<file path="config.mk">
export PLATFORM = sky130hd
export DESIGN_NAME = ltc2324_16_emulator
export DESIGN_NICKNAME = d
export VERILOG_FILES = /design/src/rtl/ltc2324_pkg.sv /design/src/rtl/ltc2324_edge_sync.sv /design/src/rtl/ltc2324_16_emulator.sv
export SDC_FILE = /design/constraint.sdc
export NUM_CORES = 1
export LEC_CHECK = 0
export ABC_AREA = 1
export BUFFER_PORTS_ARGS = -buffer_cell sky130_fd_sc_hd__buf_2
export CAP_MARGIN = 0
export CORE_MARGIN = 2
export CORE_UTILIZATION = 61
export CTS_BUF_LIST = sky130_fd_sc_hd__clkbuf_2
export DETAILED_ROUTE_END_ITERATION = 7
export GPL_TIMING_DRIVEN = 0
export HOLD_SLACK_MARGIN = 0.15
export PLACE_DENSITY = 0.88
export SYNTH_ARGS = -nofsm -noshare
export SYNTH_HDL_FRONTEND = slang
export SYNTH_SLANG_ARGS = --single-unit
</file>
<file path="constraint.sdc">
create_clock -name clk -period 3.7 [get_ports clk]
set_input_delay 0.555 -clock clk [delete_from_list [all_inputs] [get_ports clk]]
set_output_delay 0.555 -clock clk [all_outputs]
set_load 0.005 [all_outputs]
</file>
<file path="src/rtl/ltc2324_pkg.sv">
// ltc2324_pkg
// Shared types and constants for the LTC2324-16 device-side emulator.
//   DATA_W     sample word width
//   NUM_CH     number of serial data lanes (SDO1..SDO4)
//   BIT_CNT_W  width of the readout bit counter (counts 0..16)
//   state_e    emulator FSM states
//   RAMP_INIT  per-channel ramp seeds, channel n (1-based) starts at (n-1)*16'h4000

package ltc2324_pkg;

    localparam int DATA_W    = 16;
    localparam int NUM_CH    = 4;
    localparam int BIT_CNT_W = 5;

    typedef enum logic [1:0] {
        S_IDLE = 2'd0,
        S_CONV = 2'd1,
        S_READ = 2'd2
    } state_e;

    // Index 0 is channel 1.
    localparam logic [NUM_CH-1:0][DATA_W-1:0] RAMP_INIT = {
        16'hC000, 16'h8000, 16'h4000, 16'h0000
    };

endpackage

</file>
<file path="src/rtl/ltc2324_edge_sync.sv">
// ltc2324_edge_sync
// Brings one asynchronous pin into the clk domain and reports its edges.
//   clk      emulator clock
//   rst_n    asynchronous active-low reset
//   pin_i    asynchronous input pin
//   level_o  synchronized, registered pin level (SYNC_STAGES+1 cycles behind the pin)
//   rise_o   1-cycle strobe, aligned with level_o going high
//   fall_o   1-cycle strobe, aligned with level_o going low

module ltc2324_edge_sync #(
    parameter int SYNC_STAGES = 2
) (
    input  logic clk,
    input  logic rst_n,
    input  logic pin_i,
    output logic level_o,
    output logic rise_o,
    output logic fall_o
);

    logic [SYNC_STAGES-1:0] sync_q;
    logic                   sync_out;
    logic                   level_q;
    logic                   rise_q;
    logic                   fall_q;

    assign sync_out = sync_q[SYNC_STAGES-1];

    // NOTE: sequential state uses non-blocking assignments so every flop
    // samples the pre-edge value of its neighbour, forming a real shift chain.
    always_ff @(posedge clk or negedge rst_n) begin
        if (!rst_n) begin
            sync_q  <= '0;
            level_q <= 1'b0;
            rise_q  <= 1'b0;
            fall_q  <= 1'b0;
        end else begin
            // The cast drops the oldest bit, which keeps this valid for SYNC_STAGES=1.
            sync_q  <= SYNC_STAGES'({sync_q, pin_i});
            level_q <= sync_out;
            rise_q  <= sync_out & ~level_q;
            fall_q  <= ~sync_out & level_q;
        end
    end

    assign level_o = level_q;
    assign rise_o  = rise_q;
    assign fall_o  = fall_q;

endmodule

</file>
<file path="src/rtl/ltc2324_16_emulator.sv">
// ltc2324_16_emulator
// Device-side model of the 4-channel, 16-bit LTC2324-16 serial ADC, for loopback
// bring-up of the ADC capture path. CNV/SCK are oversampled on clk (clk >= 4x SCK).
//   clk, rst_n         emulator clock, asynchronous active-low reset
//   CNV, SCK           conversion start and serial clock from the driver (async)
//   CLKOUT             synchronized SCK echoed back, registered
//   SDO1..SDO4         serial data lanes, MSB first, change only after SCK falls
//   pattern_sel        0: send ch*_in words, 1: send internal ramps
//   ch1_in..ch4_in     sample words, captured when a conversion starts
//   sample_take        1-cycle pulse when a sample set is captured
//   busy               high while converting or reading out
//   proto_err          sticky: CNV rise or SCK edge during conversion

module ltc2324_16_emulator
    import ltc2324_pkg::*;
#(
    parameter int                TCONV_CLKS  = 24,
    parameter int                SYNC_STAGES = 2,
    parameter logic [DATA_W-1:0] RAMP_STEP   = 16'd1
) (
    input  logic              clk,
    input  logic              rst_n,
    input  logic              CNV,
    input  logic              SCK,
    output logic              CLKOUT,
    output logic              SDO1,
    output logic              SDO2,
    output logic              SDO3,
    output logic              SDO4,
    input  logic              pattern_sel,
    input  logic [DATA_W-1:0] ch1_in,
    input  logic [DATA_W-1:0] ch2_in,
    input  logic [DATA_W-1:0] ch3_in,
    input  logic [DATA_W-1:0] ch4_in,
    output logic              sample_take,
    output logic              busy,
    output logic              proto_err
);

    localparam int CNT_W = $clog2(TCONV_CLKS + 1);

    logic cnv_level, cnv_rise, cnv_fall;
    logic sck_level, sck_rise, sck_fall;
    logic unused_cnv;

    state_e                          state_q, state_d;
    logic [CNT_W-1:0]                conv_cnt_q, conv_cnt_d;
    logic [BIT_CNT_W-1:0]            bit_cnt_q, bit_cnt_d;
    logic [NUM_CH-1:0][DATA_W-1:0]   shift_q, shift_d;
    logic [NUM_CH-1:0][DATA_W-1:0]   ramp_q, ramp_d;
    logic                            proto_err_q, proto_err_d;
    logic [NUM_CH-1:0][DATA_W-1:0]   ch_in;
    logic                            capture;
    logic [NUM_CH-1:0]               sdo;

    ltc2324_edge_sync #(.SYNC_STAGES(SYNC_STAGES)) u_cnv_sync (
        .clk     (clk),
        .rst_n   (rst_n),
        .pin_i   (CNV),
        .level_o (cnv_level),
        .rise_o  (cnv_rise),
        .fall_o  (cnv_fall)
    );

    ltc2324_edge_sync #(.SYNC_STAGES(SYNC_STAGES)) u_sck_sync (
        .clk     (clk),
        .rst_n   (rst_n),
        .pin_i   (SCK),
        .level_o (sck_level),
        .rise_o  (sck_rise),
        .fall_o  (sck_fall)
    );

    // The CNV level and falling edge carry no meaning for the device.
    assign unused_cnv = cnv_level ^ cnv_fall;

    assign ch_in = {ch4_in, ch3_in, ch2_in, ch1_in};

    always_ff @(posedge clk or negedge rst_n) begin
        if (!rst_n) begin
            state_q     <= S_IDLE;
            conv_cnt_q  <= '0;
            bit_cnt_q   <= '0;
            shift_q     <= '0;
            ramp_q      <= RAMP_INIT;
            proto_err_q <= 1'b0;
        end else begin
            state_q     <= state_d;
            conv_cnt_q  <= conv_cnt_d;
            bit_cnt_q   <= bit_cnt_d;
            shift_q     <= shift_d;
            ramp_q      <= ramp_d;
            proto_err_q <= proto_err_d;
        end
    end

    // NOTE: every variable written here gets a default first, so no path
    // leaves one unassigned and no latch is inferred.
    always_comb begin
        state_d     = state_q;
        conv_cnt_d  = conv_cnt_q;
        bit_cnt_d   = bit_cnt_q;
        shift_d     = shift_q;
        ramp_d      = ramp_q;
        proto_err_d = proto_err_q;
        capture     = 1'b0;

        unique case (state_q)
            S_IDLE: begin
                if (cnv_rise) capture = 1'b1;
            end
            S_CONV: begin
                // The driver must stay quiet while the device converts.
                if (cnv_rise || sck_rise || sck_fall) proto_err_d = 1'b1;
                if (conv_cnt_q == CNT_W'(TCONV_CLKS - 1)) begin
                    state_d = S_READ;
                end else begin
                    conv_cnt_d = conv_cnt_q + CNT_W'(1);
                end
            end
            S_READ: begin
                // A new CNV aborts the frame and takes priority over a coincident SCK fall.
                if (cnv_rise) begin
                    capture = 1'b1;
                end else if (sck_fall) begin
                    for (int ch = 0; ch < NUM_CH; ch++) begin
                        shift_d[ch] = {shift_q[ch][DATA_W-2:0], 1'b0};
                    end
                    bit_cnt_d = bit_cnt_q + BIT_CNT_W'(1);
                    // After the 16th fall the frame is complete: bit_cnt rests at 16
                    // and the device goes idle, so extra SCKs see SDO=0 and no error.
                    if (bit_cnt_q == BIT_CNT_W'(DATA_W - 1)) state_d = S_IDLE;
                end
            end
            default: state_d = S_IDLE;
        endcase

        if (capture) begin
            for (int ch = 0; ch < NUM_CH; ch++) begin
                shift_d[ch] = pattern_sel ? ramp_q[ch] : ch_in[ch];
                ramp_d[ch]  = ramp_q[ch] + RAMP_STEP;
            end
            conv_cnt_d = '0;
            bit_cnt_d  = '0;
            state_d    = S_CONV;
        end
    end

    // The MSB of each shift register drives its lane only during readout.
    always_comb begin
        for (int ch = 0; ch < NUM_CH; ch++) begin
            sdo[ch] = (state_q == S_READ) & shift_q[ch][DATA_W-1];
        end
    end

    assign SDO1        = sdo[0];
    assign SDO2        = sdo[1];
    assign SDO3        = sdo[2];
    assign SDO4        = sdo[3];
    assign CLKOUT      = sck_level;
    assign sample_take = capture;
    assign busy        = (state_q != S_IDLE);
    assign proto_err   = proto_err_q;

endmodule

</file>
Yosys cells after proc, flatten, opt, wreduce, memory -nomap -nowiden

Cells that the tools add are included.

Bits in registers: 150

Add/sub/neg operators: 6
Eq/ne operators: 11
Mux-type cells: 23
Bitwise gates (word level): 10
Reduce and logical (&&, ||, !) cells: 12

Operators by type and width:

| cell                    | count |
|---|---|
| $mux W64                | 4 |
| $add A16 B1 Y16 const B | 4 |
| $mux W16                | 4 |
| $mux W5                 | 7 |
| $add A5 B1 Y5 const B   | 2 |
| $mux W2                 | 5 |
| $ne A3 B3 Y1 const B    | 3 |
| $reduce_bool A2 Y1      | 4 |
| $and A1 B1 Y1           | 7 |
| $ne A2 B2 Y1 const B    | 3 |
| $pmux W2 S3             | 1 |
| $eq A5 B4 Y1 const B    | 1 |
| $eq A5 B5 Y1 const B    | 1 |
| $reduce_and A5 Y1       | 1 |
| $reduce_and A2 Y1       | 2 |
| $ne A3 B2 Y1 const B    | 1 |
| $not A1 Y1              | 3 |
| $reduce_and A3 Y1       | 1 |
| $eq A2 B1 Y1 const B    | 1 |
| $eq A2 B2 Y1 const B    | 1 |
| $logic_not A2 Y1        | 1 |
| $logic_or A1 B1 Y1      | 2 |
| $mux W1                 | 2 |
| $reduce_or A2 Y1        | 1 |

Logic depth before layout (Yosys ltp)

Gate-level depths: netlist of run 1.

Word-level depth: 6
Mapped depth: 9
Mapped depth without buffers: 9

Hierarchy

Synthesis of run 1 repeated with hierarchy kept, for this count alone.

Cell total of the unflattened synthesis: 932
Area, all modules: 7584.8 µm²

By module, submodules not included:

| module              | times used | cells each | area an instance (µm²) | seq. area each (µm²) |
|---|---|---|---|---|
| ltc2324_16_emulator | 1          | 914        | 7304.5                 | 3533.4 |
| ltc2324_edge_sync   | 2          | 9          | 140.1                  | 125.1 |

Worst setup path after synthesis of run 1

Ideal clock, no wire load.

Path type: register to output
Start: register state_q[0]
End: output port sample_take
Arrival time: 993 ps
Path slack: 2152 ps
Cell stages (with the launch flop): 6
Cell sequence: dfrtp_1 inv_2 nand2_4 buf_6 inv_2 buf_2

Word-level cells in the longest chain between the ends: 3

RTL lines:

| item                                             | RTL line                   | text |
|---|---|---|
| start, declared                                  | ltc2324_16_emulator.sv:46  | `state_e state_q, state_d;` |
| start signal, assigned                           | ltc2324_16_emulator.sv:88  | `state_q <= state_d;` |
| $eq A2 B2 Y1 or $logic_not A2 Y1 (tied branches) | ltc2324_16_emulator.sv:108 | `unique case (state_q)` |
| $reduce_or A2 Y1 (no line) (*)                   | --                         |  |
| $mux W1 (*)                                      | --                         |  |
| end, declared                                    | ltc2324_16_emulator.sv:35  | `output logic sample_take,` |

Mark *: on every way between the ends. The rest lies on a longest branch, timed or not.

Final worst setup path of run 1

Same ends and word-level chain as after synthesis.

==> results.cfg, run 1 <==
[power]
total_power_uw = 4720
vdd_drop_max_uv = 454
p_leak_uw = 0.00418
power-per-cell-area_nw_per_um2 = 518

[placement]
io_buffer_count = 75
gp_congestion = 0.906
hpwlAfterDp_microns = 13300
place_inst = 1162
dp_slack_ns = 1.70

[sta]
relSlewSlack_pct = 60.4
drv_slew = 0
min_period_ns = 2.89
worst_pin_slew_ns = 0.594
finalSetupViolCount = 0
fin_tns_setup_ns = 0
final_hold_viol_count = 0
fin_crit_sh_pct = 78.2
fmaxAchievable_ghz = 0.345
rsz0062_at_grt = no
worst_slack_ns = 0.805
fin_worst_skew_ns = 0.0286

[detailed_routing]
vias_per_cell = 5.69
via_count = 7155
wl_per_cell_microns = 16.3
routed_wl_microns = 20600
drt_iter0_markers = 837
route.detailed.drc = 0
drt_first_pass_iters = 6
ant_nets = 0

[logic_synthesis]
yosysMostFrequentCell = dfrtp_1
synth_top_area_share_pct = 48.4
synth_edf_count = 0
syn_nets = 994
async_flop_share_pct = 100
synthTopCellsByCount = dfrtp_1, nor2_1, o21ai_0
synth_warnings = 0
netlist_area_sq_um = 7540
ys_seq_elements = 150
syn_inst = 918
ys_dominant_reg_cell = dfrtp_1
synth_area_leaders = dfrtp_1, o21ai_0, a21oi_1, nor2_1, nand2_1
yosys.cell_types.count = 26
yosysSeqAreaShare_pct = 49.8
syn_area_per_cell_sq_um = 8.22
synth.largest_area_cell = dfrtp_1

[floorplan]
die_width_microns = 115
die_height_microns = 115
dieArea_sq_um = 13300
rows = 40
core_area_sq_um = 12100
ios = 77
start_util_pct = 62.5

[worst_setup_path]
cp.required_ns = 3.14
setup.worst_path.start_class = register
cp-end-kind = primary output
path_max_fanout = 10
worstSetupPathType = register to primary output
worst-endpoint-arrival_ns = 2.34

[final_layout]
nNetsFinal = 1152
area_delta_synth_final_pct = 20.9
fin_cells = 1258
ff_latch_area_sq_um = 3760
drive_gt1_share_pct = 14.6
fill_cells = 812
multi_input_area_sq_um = 3210

[cts]
clock-root-buffer = clkbuf_2
post_cts_resize_count = 0
clk-insertion-delay-late_ns = 0.78
cts_buffers = 17
cts_tree = built
cts.clk_slew.worst_paths_ns = 0.25
cts_sinks = 150
clockBufferDepth = 2
htreeDepth = 4

[global_routing]
track_usage_pct = 33.0
grt_pass1_vias = 7145
grt.overflow.total = 0
grt_antenna_before_repair = 0
grt_max_degree = 88
grt_pass1_wl_microns = 33600

[hold_path]
hold_path.class = input port to register

[flow_run]
drv_cap = 0

[run_status]
status = complete, no violations
path summary, 6_finish.rpt:
check | slack [ns] | start | to | cells past startpoint
worst max-delay path | 0.81 | state_q[0] | sample_take | 6
worst min-delay path | 0.16 | ch1_in[3] | shift_q[3] | 5
worst max register to register | 1.92 | state_q[1] | shift_q[11] | 7
worst min register to register | 0.39 | u_cnv_sync.sync_q[0] | u_cnv_sync.sync_q[1] | 0
max in group asynchronous | 2.55 | rst_n | ramp_q[47] | 3
min in group asynchronous | 0.29 | rst_n | ramp_q[58] | 2
worst max-delay path: stages (launching register included):
cell,delay (ns)
dfrtp_1,0.46
inv_2,0.21
nand2_4,0.08
buf_6,0.18
inv_2,0.18
buf_2,0.30
buf_2,0.16
layer usage:
metal  wire [microns]  part of all wire [%]  global-route usage [%]  vias up
met1             8250                    40                    41.2     3367
met4              901                   4.4                    16.0        0
met5                0                     0                       0        -
met2             9850                    48                    53.7      368
met3             1550                   7.6                    8.86       83
li1                 -                     -                       -     3337
cells by family after synthesis:
logic type                 count (synthesis)  synth area share, %
DFF                                      150                 49.8
adders and majority gates                  7                 1.16
buffers and inverters                    132                 7.60
xor gates and xnor gates                  45                 5.22
AOI/OAI and AO/OA                        249                 16.7
and+or+nand+nor                          335                 19.5
what timing repair did:
| item | in CTS | in global routing |
|---|---|---|
| endpoints found under the hold margin | 125 | 0 |
| setup endpoints to repair | 0 | 0 |
| hold buffers | 63 | 0 |
| buffers inserted | 0 | 0 |
per-stage QoR:
| step | utilization (%) | hold slack (ns) | instance area (sq um) |
|---|---|---|---|
| 2_1_floorplan | - | 0.259 | 7540 |
| 3_3_place_gp | 67.4 | 0.333 | 8130 |
| 3_5_place_dp | 67.7 | 0.342 | 8160 |
| 4_1_cts | 75.6 | 0.154 | 9120 |
| 5_1_grt | 75.6 | 0.180 | 9120 |
| 6_report | 75.6 | 0.156 | 9120 |
final cells by class:
| class | count | area share, % |
|---|---|---|
| flip-flops and latches | 150 | 41.2 |
| clock inverters | 15 | 2.62 |
| diodes | 1 | 0.0274 |
| clock buffers | 17 | 0.933 |
| multi-input cells | 636 | 35.2 |
| repair buffers | 139 | 11.4 |
| plain buffers | 44 | 2.66 |
| well taps | 168 | 2.30 |
| inverters | 88 | 3.62 |
layout by cell type (no fill, tap or decap), types with 2 or more instances in the layout:
cell type,n
nor2_1,143
nor2_2,3
nand2_1,102
a21oi_1,109
clkbuf_2,17
buf_1,2
dfstp_2,4
xnor2_1,4
nor2_4,6
nor3_1,18
nor3_2,4
buf_6,8
nand3_1,36
inv_6,7
inv_1,86
buf_2,91
dfrtp_1,146
nand4_1,17
dlygate4sd3_1,63
nand2_2,4
ha_1,7
o21ai_0,138
clkbuf_1,17
xor2_1,41
inv_2,2
bufinv_16,5
nand2_4,2
power breakdown:
part | total, uW | switching (uW) | internal, uW
Sequential | 2430 | 313 | 2110
Combinational | 1100 | 648 | 449
Clock | 1200 | 667 | 534
Total | 4720 | 1630 | 3100
registers in the layout (all words and copies together) (netlist names), 2 cells and up:
name               count
state_q                2
conv_cnt_q             5
bit_cnt_q              5
shift_q               64
ramp_q                64
u_cnv_sync.sync_q      2
u_sck_sync.sync_q      2
Note: power is estimated with default switching activity, not from simulation.
==> run 2, diff against run 1 <==
Clock period 3.7 ns to 2.7 ns, I/O delays scaled along.
==> run 2 against run 1 <==
Combinational power up 39%. Power up 38%. Clock-buffer cell count unchanged. Critical path type unchanged. Final area up 1.7%. Critical path depth down 1. Critical endpoint unchanged. Via count up 2.2%. Setup slack worse by 0.65 ns. Largest power group unchanged. Wire length up 3.7%. Sequential share of layout area down 0.68 points. Clock power up 38%.
==> results.cfg, run 2 (synthesis gave the netlist of run 1 again) <==
[detailed_routing]
route.detailed.drc = 0
vias_per_cell = 5.75
ant_nets = 0
routed_wl_microns = 21300
drt_first_pass_iters = 5
via_count = 7310
wl_per_cell_microns = 16.8
drt_iter0_markers = 864

[floorplan]
rows = 40
start_util_pct = 62.5
die_width_microns = 115
ios = 77
dieArea_sq_um = 13300
core_area_sq_um = 12100
die_height_microns = 115

[hold_path]
hold_path.class = input port to register

[global_routing]
grt_max_degree = 88
track_usage_pct = 34.1
grt.overflow.total = 0
grt_antenna_before_repair = 0
grt_pass1_wl_microns = 34700
grt_pass1_vias = 7427

[sta]
fmaxAchievable_ghz = 0.393
relSlewSlack_pct = 63.1
drv_slew = 0
worst_pin_slew_ns = 0.553
min_period_ns = 2.54
finalSetupViolCount = 0
fin_crit_sh_pct = 94.2
rsz0062_at_grt = no
worst_slack_ns = 0.158
fin_tns_setup_ns = 0
final_hold_viol_count = 0
fin_worst_skew_ns = 0.0248

[cts]
cts_sinks = 150
clockBufferDepth = 2
post_cts_resize_count = 0
cts_buffers = 17
clk-insertion-delay-late_ns = 0.79
htreeDepth = 4
cts.clk_slew.worst_paths_ns = 0.24
postCtsSetupBuffers = 0
clock-root-buffer = clkbuf_2
cts_tree = built

[power]
vdd_drop_max_uv = 624
power_frac_comb_pct = 23.5
seqPwrFrac_pct = 51.0
pwr-share-clk_pct = 25.4
p_sw_uw = 2260
p_leak_uw = 0.00422
switching_share_pct = 34.7
power-per-cell-area_nw_per_um2 = 703
total_power_uw = 6520
p_int_uw = 4260

[final_layout]
area_delta_synth_final_pct = 22.9
n_antenna_cell = 0
final_util_pct = 76.9
fin_cells = 1272
layout_common_cells = dfrtp_1, nor2_1, o21ai_0
mostFrequentLayoutCell = dfrtp_1
nNetsFinal = 1167
reg_top3 = ramp_q x64, shift_q x64
drive_gt1_share_pct = 14.3

[placement]
dp_slack_ns = 0.852
hpwlAfterDp_microns = 13300
io_buffer_count = 75
place_inst = 1162
gp_congestion = 0.906

[worst_setup_path]
cp_top_family = buffers and inverters
worstSetupPathType = register to primary output
crit_chain = inv_2, nand2_4, buf_6, inv_2, buf_2
path_max_fanout = 18
cp-end-kind = primary output
setup.worst_path.start_class = register
worst-endpoint-arrival_ns = 2.14
crit_buf_inv = 4
cp.required_ns = 2.30
cpMostUsedCell = inv_2
max_stage_delay_ns = 0.46
crit_path_top_delay_cell = dfrtp_1

[flow_run]
drv_cap = 0

[run_status]
status = complete, no violations
run 2: cell types whose count changed in the layout (fill, tap and decap cells not counted), sizes merged:
cell,delta
buf,-1
diode,-1
dlygate4sd3,+16
run 2: what timing repair did:
item | in CTS | in global routing
setup endpoints to repair | 1 | 0
hold buffers | 79 | 0
endpoints found under the hold margin | 214 | 0
run 2: path summary, 6_finish.rpt:
check                                           from  depth (start not counted)                    to  slack [ns]
worst max-delay path                      state_q[0]                          5           sample_take        0.16
worst min-delay path                             CNV                          2  u_cnv_sync.sync_q[0]        0.24
worst max register to register            state_q[0]                          8           shift_q[34]        0.47
worst min register to register  u_cnv_sync.sync_q[0]                          0  u_cnv_sync.sync_q[1]        0.39
max in group asynchronous                      rst_n                          4           shift_q[53]        0.80
min in group asynchronous                      rst_n                          3           shift_q[55]        0.65
run 2: through the flow:
step / hold WS [ns] / cell area [sq um]
global route: 0.211 / 9270
floorplan: 0.109 / 7540
finish: 0.241 / 9270
CTS: 0.214 / 9270
detailed placement: 0.342 / 8160
global placement: 0.333 / 8130
run 2: area by class of cell:
class                      instances  area [sq um]
buffer                            43           238
clock buffer                      17          85.1
clock inverter                    15           239
fill                             773          2790
inverter                          88           330
multi-input combinational        636          3210
sequential                       150          3760
tap                              168           210
timing repair buffer             155          1200
run 2: layer usage:
| layer | part of all wire (%) | vias to the layer above | track usage, % | wire, microns |
|---|---|---|---|---|
| met3 | 7.9 | 90 | 8.43 | 1680 |
| li1 | - | 3368 | - | - |
| met5 | 0 | - | 0 | 0 |
| met1 | 39 | 3454 | 42.0 | 8320 |
| met4 | 4.9 | 0 | 19.5 | 1040 |
| met2 | 48 | 398 | 55.1 | 10300 |
run 2: power groups by stage:
stage / combinational, uW / clock (uW) / sequential, uW
after global placement: 1310 / 0 / 3310
after global routing: 1740 / 1740 / 3400
after floorplan: 1020 / 0 / 3220
after detailed placement: 1400 / 0 / 3330
after CTS: 1490 / 1650 / 3300
final: 1530 / 1660 / 3330
run 2: worst register-to-register path: cells and delay by family, from the launching register on:
family | cells | cell delay [ns]
AO/OA/AOI/OAI | 3 | 0.47
flip-flops | 1 | 0.46
buffers and inverters | 4 | 1.16
AND/OR/NAND/NOR | 1 | 0.08
